`config.mk`:
```
export PLATFORM = sky130hd
export DESIGN_NAME = paddle_ctrl
export DESIGN_NICKNAME = d
export VERILOG_FILES = /design/src/rtl/paddle_ctrl.sv
export SDC_FILE = /design/constraint.sdc
export NUM_CORES = 1
export LEC_CHECK = 0
export CAP_MARGIN = 20
export CORE_ASPECT_RATIO = 0.7
export CORE_MARGIN = 4
export CORE_UTILIZATION = 45
export CTS_BUF_LIST = sky130_fd_sc_hd__clkbuf_8
export DETAILED_ROUTE_END_ITERATION = 10
export PLACE_DENSITY_LB_ADDON = 0.15
export REMOVE_ABC_BUFFERS = 1
export SYNTH_ARGS = -nofsm -noshare
export SYNTH_HDL_FRONTEND = slang
export SYNTH_SLANG_ARGS = --single-unit
```
`constraint.sdc`:
```
create_clock -name dclk -period 2.2 [get_ports dclk]
set_input_delay 0.44 -clock dclk [delete_from_list [all_inputs] [get_ports dclk]]
set_output_delay 0.44 -clock dclk [all_outputs]
set_load 0.01 [all_outputs]
```
`src/rtl/paddle_ctrl.sv`:
```
// paddle_ctrl: raw up/down buttons -> bounded 10-bit paddle Y position.
// Two-flop synchronisers and per-button debouncers feed a 3-state FSM.
// A free-running divider sets the move rate.
// Optional build macro PADDLE_ACCEL_EN doubles the step after 16 held ticks.
module paddle_ctrl #(
  parameter int DEBOUNCE_CYCLES = 250000,
  parameter int MOVE_DIV        = 100000,
  parameter int STEP            = 1,
  parameter int POS_TOP         = 71,
  parameter int POS_BOT         = 371,
  parameter int POS_START       = 221
) (
  input  logic       dclk,
  input  logic       clr,
  input  logic       btn_up,
  input  logic       btn_down,
  output logic [9:0] pos,
  output logic       up_db,
  output logic       down_db,
  output logic       at_top,
  output logic       at_bot
);

  localparam int DB_W  = (DEBOUNCE_CYCLES > 1) ? $clog2(DEBOUNCE_CYCLES) : 1;
  localparam int DIV_W = (MOVE_DIV > 1) ? $clog2(MOVE_DIV) : 1;

  localparam logic [DB_W-1:0]  DB_LAST  = DB_W'(DEBOUNCE_CYCLES - 1);
  localparam logic [DIV_W-1:0] DIV_LAST = DIV_W'(MOVE_DIV - 1);
  localparam logic [9:0]       P_TOP    = 10'(POS_TOP);
  localparam logic [9:0]       P_BOT    = 10'(POS_BOT);
  localparam logic [9:0]       P_START  = 10'(POS_START);
  localparam logic [9:0]       STEP1    = 10'(STEP);

  localparam logic [1:0] S_IDLE = 2'd0;
  localparam logic [1:0] S_UP   = 2'd1;
  localparam logic [1:0] S_DOWN = 2'd2;

  logic            up_s1_q, up_s1_d, up_s2_q, up_s2_d;
  logic            dn_s1_q, dn_s1_d, dn_s2_q, dn_s2_d;
  logic [DB_W-1:0] up_cnt_q, up_cnt_d, dn_cnt_q, dn_cnt_d;
  logic            up_db_q, up_db_d, dn_db_q, dn_db_d;
  logic [DIV_W-1:0] div_q, div_d;
  logic            tick;
  logic [1:0]      state_q, state_d;
  logic [9:0]      pos_q, pos_d;
  logic [9:0]      step;

  // Synchroniser next-state: two flops per button
  always_comb begin
    up_s1_d = btn_up;
    up_s2_d = up_s1_q;
    dn_s1_d = btn_down;
    dn_s2_d = dn_s1_q;
  end

  // Debouncers: accept a new level only after it holds DEBOUNCE_CYCLES cycles
  always_comb begin
    up_cnt_d = '0;
    up_db_d  = up_db_q;
    if (up_s2_q != up_db_q) begin
      if (up_cnt_q == DB_LAST) up_db_d  = up_s2_q;
      else                     up_cnt_d = up_cnt_q + 1'b1;
    end
    dn_cnt_d = '0;
    dn_db_d  = dn_db_q;
    if (dn_s2_q != dn_db_q) begin
      if (dn_cnt_q == DB_LAST) dn_db_d  = dn_s2_q;
      else                     dn_cnt_d = dn_cnt_q + 1'b1;
    end
  end

  // Free-running move divider; tick marks its last count
  always_comb begin
    tick  = (div_q == DIV_LAST);
    div_d = tick ? '0 : div_q + 1'b1;
  end

  // Direction FSM; always passes through IDLE between UP and DOWN
  always_comb begin
    state_d = state_q;
    case (state_q)
      S_IDLE: begin
        if (up_db_q && !dn_db_q)      state_d = S_UP;
        else if (dn_db_q && !up_db_q) state_d = S_DOWN;
      end
      S_UP:    if (!up_db_q || dn_db_q) state_d = S_IDLE;
      S_DOWN:  if (!dn_db_q || up_db_q) state_d = S_IDLE;
      default: state_d = S_IDLE;
    endcase
  end

`ifdef PADDLE_ACCEL_EN
  localparam logic [9:0] STEP2 = 10'(2 * STEP);
  logic [4:0] hold_cnt_q, hold_cnt_d;

  // Held-tick counter: saturates at 31, cleared while idle
  always_comb begin
    hold_cnt_d = hold_cnt_q;
    if (state_q == S_IDLE)
      hold_cnt_d = '0;
    else if (tick && (hold_cnt_q != 5'd31))
      hold_cnt_d = hold_cnt_q + 5'd1;
    step = hold_cnt_q[4] ? STEP2 : STEP1;
  end

  // Held-tick counter register
  always_ff @(posedge dclk or negedge clr) begin
    if (!clr) hold_cnt_q <= '0;
    else      hold_cnt_q <= hold_cnt_d;
  end
`else
  // Constant step when acceleration is not built in
  always_comb begin
    step = STEP1;
  end
`endif

  // Position update on tick using the registered direction, clamped to limits
  always_comb begin
    pos_d = pos_q;
    if (tick) begin
      case (state_q)
        S_UP:    pos_d = ((pos_q - P_TOP) < step) ? P_TOP : pos_q - step;
        S_DOWN:  pos_d = ((P_BOT - pos_q) < step) ? P_BOT : pos_q + step;
        default: pos_d = pos_q;
      endcase
    end
  end

  // All state registers, asynchronously reset
  always_ff @(posedge dclk or negedge clr) begin
    if (!clr) begin
      up_s1_q  <= 1'b0;
      up_s2_q  <= 1'b0;
      dn_s1_q  <= 1'b0;
      dn_s2_q  <= 1'b0;
      up_cnt_q <= '0;
      dn_cnt_q <= '0;
      up_db_q  <= 1'b0;
      dn_db_q  <= 1'b0;
      div_q    <= '0;
      state_q  <= S_IDLE;
      pos_q    <= P_START;
    end else begin
      up_s1_q  <= up_s1_d;
      up_s2_q  <= up_s2_d;
      dn_s1_q  <= dn_s1_d;
      dn_s2_q  <= dn_s2_d;
      up_cnt_q <= up_cnt_d;
      dn_cnt_q <= dn_cnt_d;
      up_db_q  <= up_db_d;
      dn_db_q  <= dn_db_d;
      div_q    <= div_d;
      state_q  <= state_d;
      pos_q    <= pos_d;
    end
  end

  // Outputs
  always_comb begin
    pos     = pos_q;
    up_db   = up_db_q;
    down_db = dn_db_q;
    at_top  = (pos_q == P_TOP);
    at_bot  = (pos_q == P_BOT);
  end

endmodule

```
==> results of run 1 <==
## registers in the layout, summed over array words and instances, names as in the netlist
register and count:
up_cnt_q 18, pos 10, dn_s1_q 1, div_q 17, up_s2_q 1, dn_cnt_q 18
dn_s2_q 1, down_db 1, up_db 1, up_s1_q 1, state_q 2
## cells by family after synthesis
| logic type | count (synthesis) |
|---|---|
| fa+ha+maj | 8 |
| compound gates | 43 |
| flops | 71 |
| xor+xnor | 48 |
| simple gates | 190 |
| buf+inv | 29 |
| mux | 6 |
## timing repair
| action | in CTS | in global routing |
|---|---|---|
| hold endpoints to repair | 6 | 0 |
| pin swaps | 4 | 4 |
| gates resized for setup | 12 | 10 |
| setup buffers | 1 | 6 |
| hold buffers | 1 | 0 |
| endpoints found under the setup margin | 2 | 10 |
## metal layers
layer  track usage, %  vias to the layer above
li1                 -                     1479
met1             24.5                     1381
met2             24.9                       62
met3             5.32                       10
met4             4.89                        0
met5                0                        -
## synth_stat cells, types with 4 or more instances
cell and n:
nand4_1 9, mux2i_1 4, o21ai_0 8, nand2_1 27
nor4b_1 5, xor2_1 17, nor2_1 61, clkbuf_1 10
nor4_1 8, xnor2_1 31, dfstp_2 6, nand3_1 25
a21oi_1 11, ha_1 8, and4_1 7, dfrtp_1 65
inv_1 14, nor3_1 14, and3_1 15
## cells in the final DEF, fill, tap and decap left out, types with 3 or more instances in the layout
| cell | instances |
|---|---|
| buf_2 | 4 |
| nor2_1 | 61 |
| nand2_1 | 27 |
| dfrtp_1 | 65 |
| dfstp_2 | 6 |
| nor3_1 | 14 |
| buf_4 | 28 |
| o21ai_0 | 8 |
| nor4b_1 | 4 |
| inv_1 | 15 |
| nor2b_1 | 3 |
| o21ai_1 | 3 |
| nor4_1 | 6 |
| clkdlybuf4s50_1 | 14 |
| and4_1 | 7 |
| xnor2_1 | 31 |
| a21oi_1 | 10 |
| mux2i_1 | 4 |
| and3_1 | 15 |
| clkbuf_8 | 13 |
| ha_1 | 7 |
| nand3_1 | 25 |
| xor2_1 | 17 |
| nand4_1 | 9 |
## layout make-up
class	instances	area [sq um]	share of cell area (%)
Timing Repair Buffer	49	412	9.03
Clock buffer	13	179	3.93
Clock inverter	3	63.8	1.40
Inverter	14	52.6	1.15
Multi-Input combinational cell	295	1940	42.6
Tap cell	101	126	2.77
Sequential cell	71	1780	39.2
## power by group
group          internal, mW  total [mW]  switching, mW  leakage, nW
Clock                 0.759        1.23          0.471        0.127
Combinational        0.0230      0.0671         0.0442        0.902
Sequential             1.32        1.33        0.00790        0.941
## worst max-delay path: stages (launching register included)
cell	delay, ps
dfstp_2	560
ha_4	150
nand4bb_4	140
buf_6	160
nor4_2	220
buf_2	180
## how the worst min path moves through the flow
stage / end / startpoint
2_1_floorplan: div_q[0]$_DFF_PN0_ / clr
3_3_place_gp: dn_cnt_q[14]$_DFF_PN0_ / clr
3_5_place_dp: dn_cnt_q[14]$_DFF_PN0_ / clr
4_1_cts: up_s2_q$_DFF_PN0_ / up_s1_q$_DFF_PN0_
5_1_grt: up_s2_q$_DFF_PN0_ / up_s1_q$_DFF_PN0_
6_report: dn_s2_q$_DFF_PN0_ / dn_s1_q$_DFF_PN0_
## through the flow
step	TNS (ps)	worst slack, ps	instance area [sq um]	hold slack [ps]	total power, mW
2_1_floorplan	0	70.1	3700	144	1.37
3_3_place_gp	-3.93	-3.93	4190	314	1.42
3_5_place_dp	-142	-115	4190	320	1.42
4_1_cts	-98.5	-98.5	4460	373	2.66
5_1_grt	-156	-107	4560	385	2.74
6_report	0	5.22	4560	367	2.62
==> results.cfg, run 1 <==
[placement]
io_buffers = 17
hpwl_microns = 5640
place_inst = 522
gp_congestion = 0.861

[die]
die_area_sq_um = 9970
core_area_sq_um = 8040
ios = 18
initial_core_util_pct = 47.1
die_h_microns = 84.7
row_count = 27
die_w_microns = 118

[sta]
rsz0062_at_grt = true
worst_slew_pin_slew_ps = 520
period_minus_slack_ps = 2190
post-route-period-util_pct = 99.8
drv_slew = 0
fmax_mhz = 456
slew_headroom_pct = 65.3
fin_skew_ps = 9.27
hold_viol = 0
setup_viol = 0

[logic_synthesis]
synth_compound_area_share_pct = 7.73
async_flop_share_pct = 100
synth_top_area_share_pct = 43.0
synthTopCellsByArea = dfrtp_1, xnor2_1, nor2_1
yosysTopAreaCell = dfrtp_1
netlist_area_sq_um = 3790
syn_inst = 395
synth-edff-count = 0
synth_fa_ha_area_share_pct = 2.64
syn_area_per_cell_sq_um = 9.59
synth_seq_cells = 71
synth_top_family_by_area = simple AND/OR/NAND/NOR gates
ys_types = 55
synth_mux_area_share_pct = 1.65
synthFlopType = dfrtp_1
seq_area_frac_synth_pct = 47.1
ys_warn_count = 0
synth_xor_area_share_pct = 11.1
synth-simple-area-share_pct = 26.2

[cells_and_area]
antennaDiodeCount = 0
drive_gt1_share_pct = 16.4
finalNetCount = 452
fin_util_pct = 56.7
fin_cells = 546
num-fill-cells = 724
areaGrowthSynthToFinish_pct = 20.4

[worst_setup_path]
required_ps = 1760
reg2reg_from = div_q[14]$_DFF_PN0_
startpoint = pos[0]$_DFFE_PN1P_
critPathKind = reg -> out
rrSetupSlack_ps = 90
critical_path.max_fanout = 3
endpoint = at_bot
rr_endpoint = pos[5]$_DFFE_PN0P_
ff2ff_path_depth = 6
startpoint_type = flop
crit_path_end_kind = output port
worstPathArrival_ps = 1750

[route]
post-route-drc-count = 0
routed_via_density = 5.37
wl_met2_microns = 3470
drt-initial-drc-count = 220
drtAntennaViolNets = 0
top_layer = met4
met1_length_microns = 4190
wl_microns = 8150
met3_length_microns = 398
vias = 2932
wl_per_cell_microns = 14.9
first_pass_iters = 4

[power_and_ir_drop]
ir_drop_uv = 381
leakagePower_nw = 1.97
power_density_nw_per_um2 = 576

[global_routing]
grt_usage_pct = 17.1
grt-ovfl-total = 0
grt_pass1_vias = 2848
grt_pass1_wl_microns = 13800
antenna_found_initial = 0
grt_max_degree = 28

[clock_network]
cts_buffers = 9
cts_sinks = 71
cts_tree = done
clk_root_buffer_cell = clkbuf_8
h-tree-depth = 3
cts_max_path_buffers = 2
worstSkewPairLatency_ps = 350
path_clk_slew_ps = 80

[hold_path]
min_path_cells = 0
hp-class = reg -> reg

[run]
maxCapViolCount = 0

[status]
status = complete, no violations
Power figures use the tool's default switching activity.
==> run 2: changes to the inputs <==
CTS_CLUSTER_SIZE = 40   (was not set)
==> results of run 2 <==
The final DEF is identical to that of run 1; final timing and power are the same.
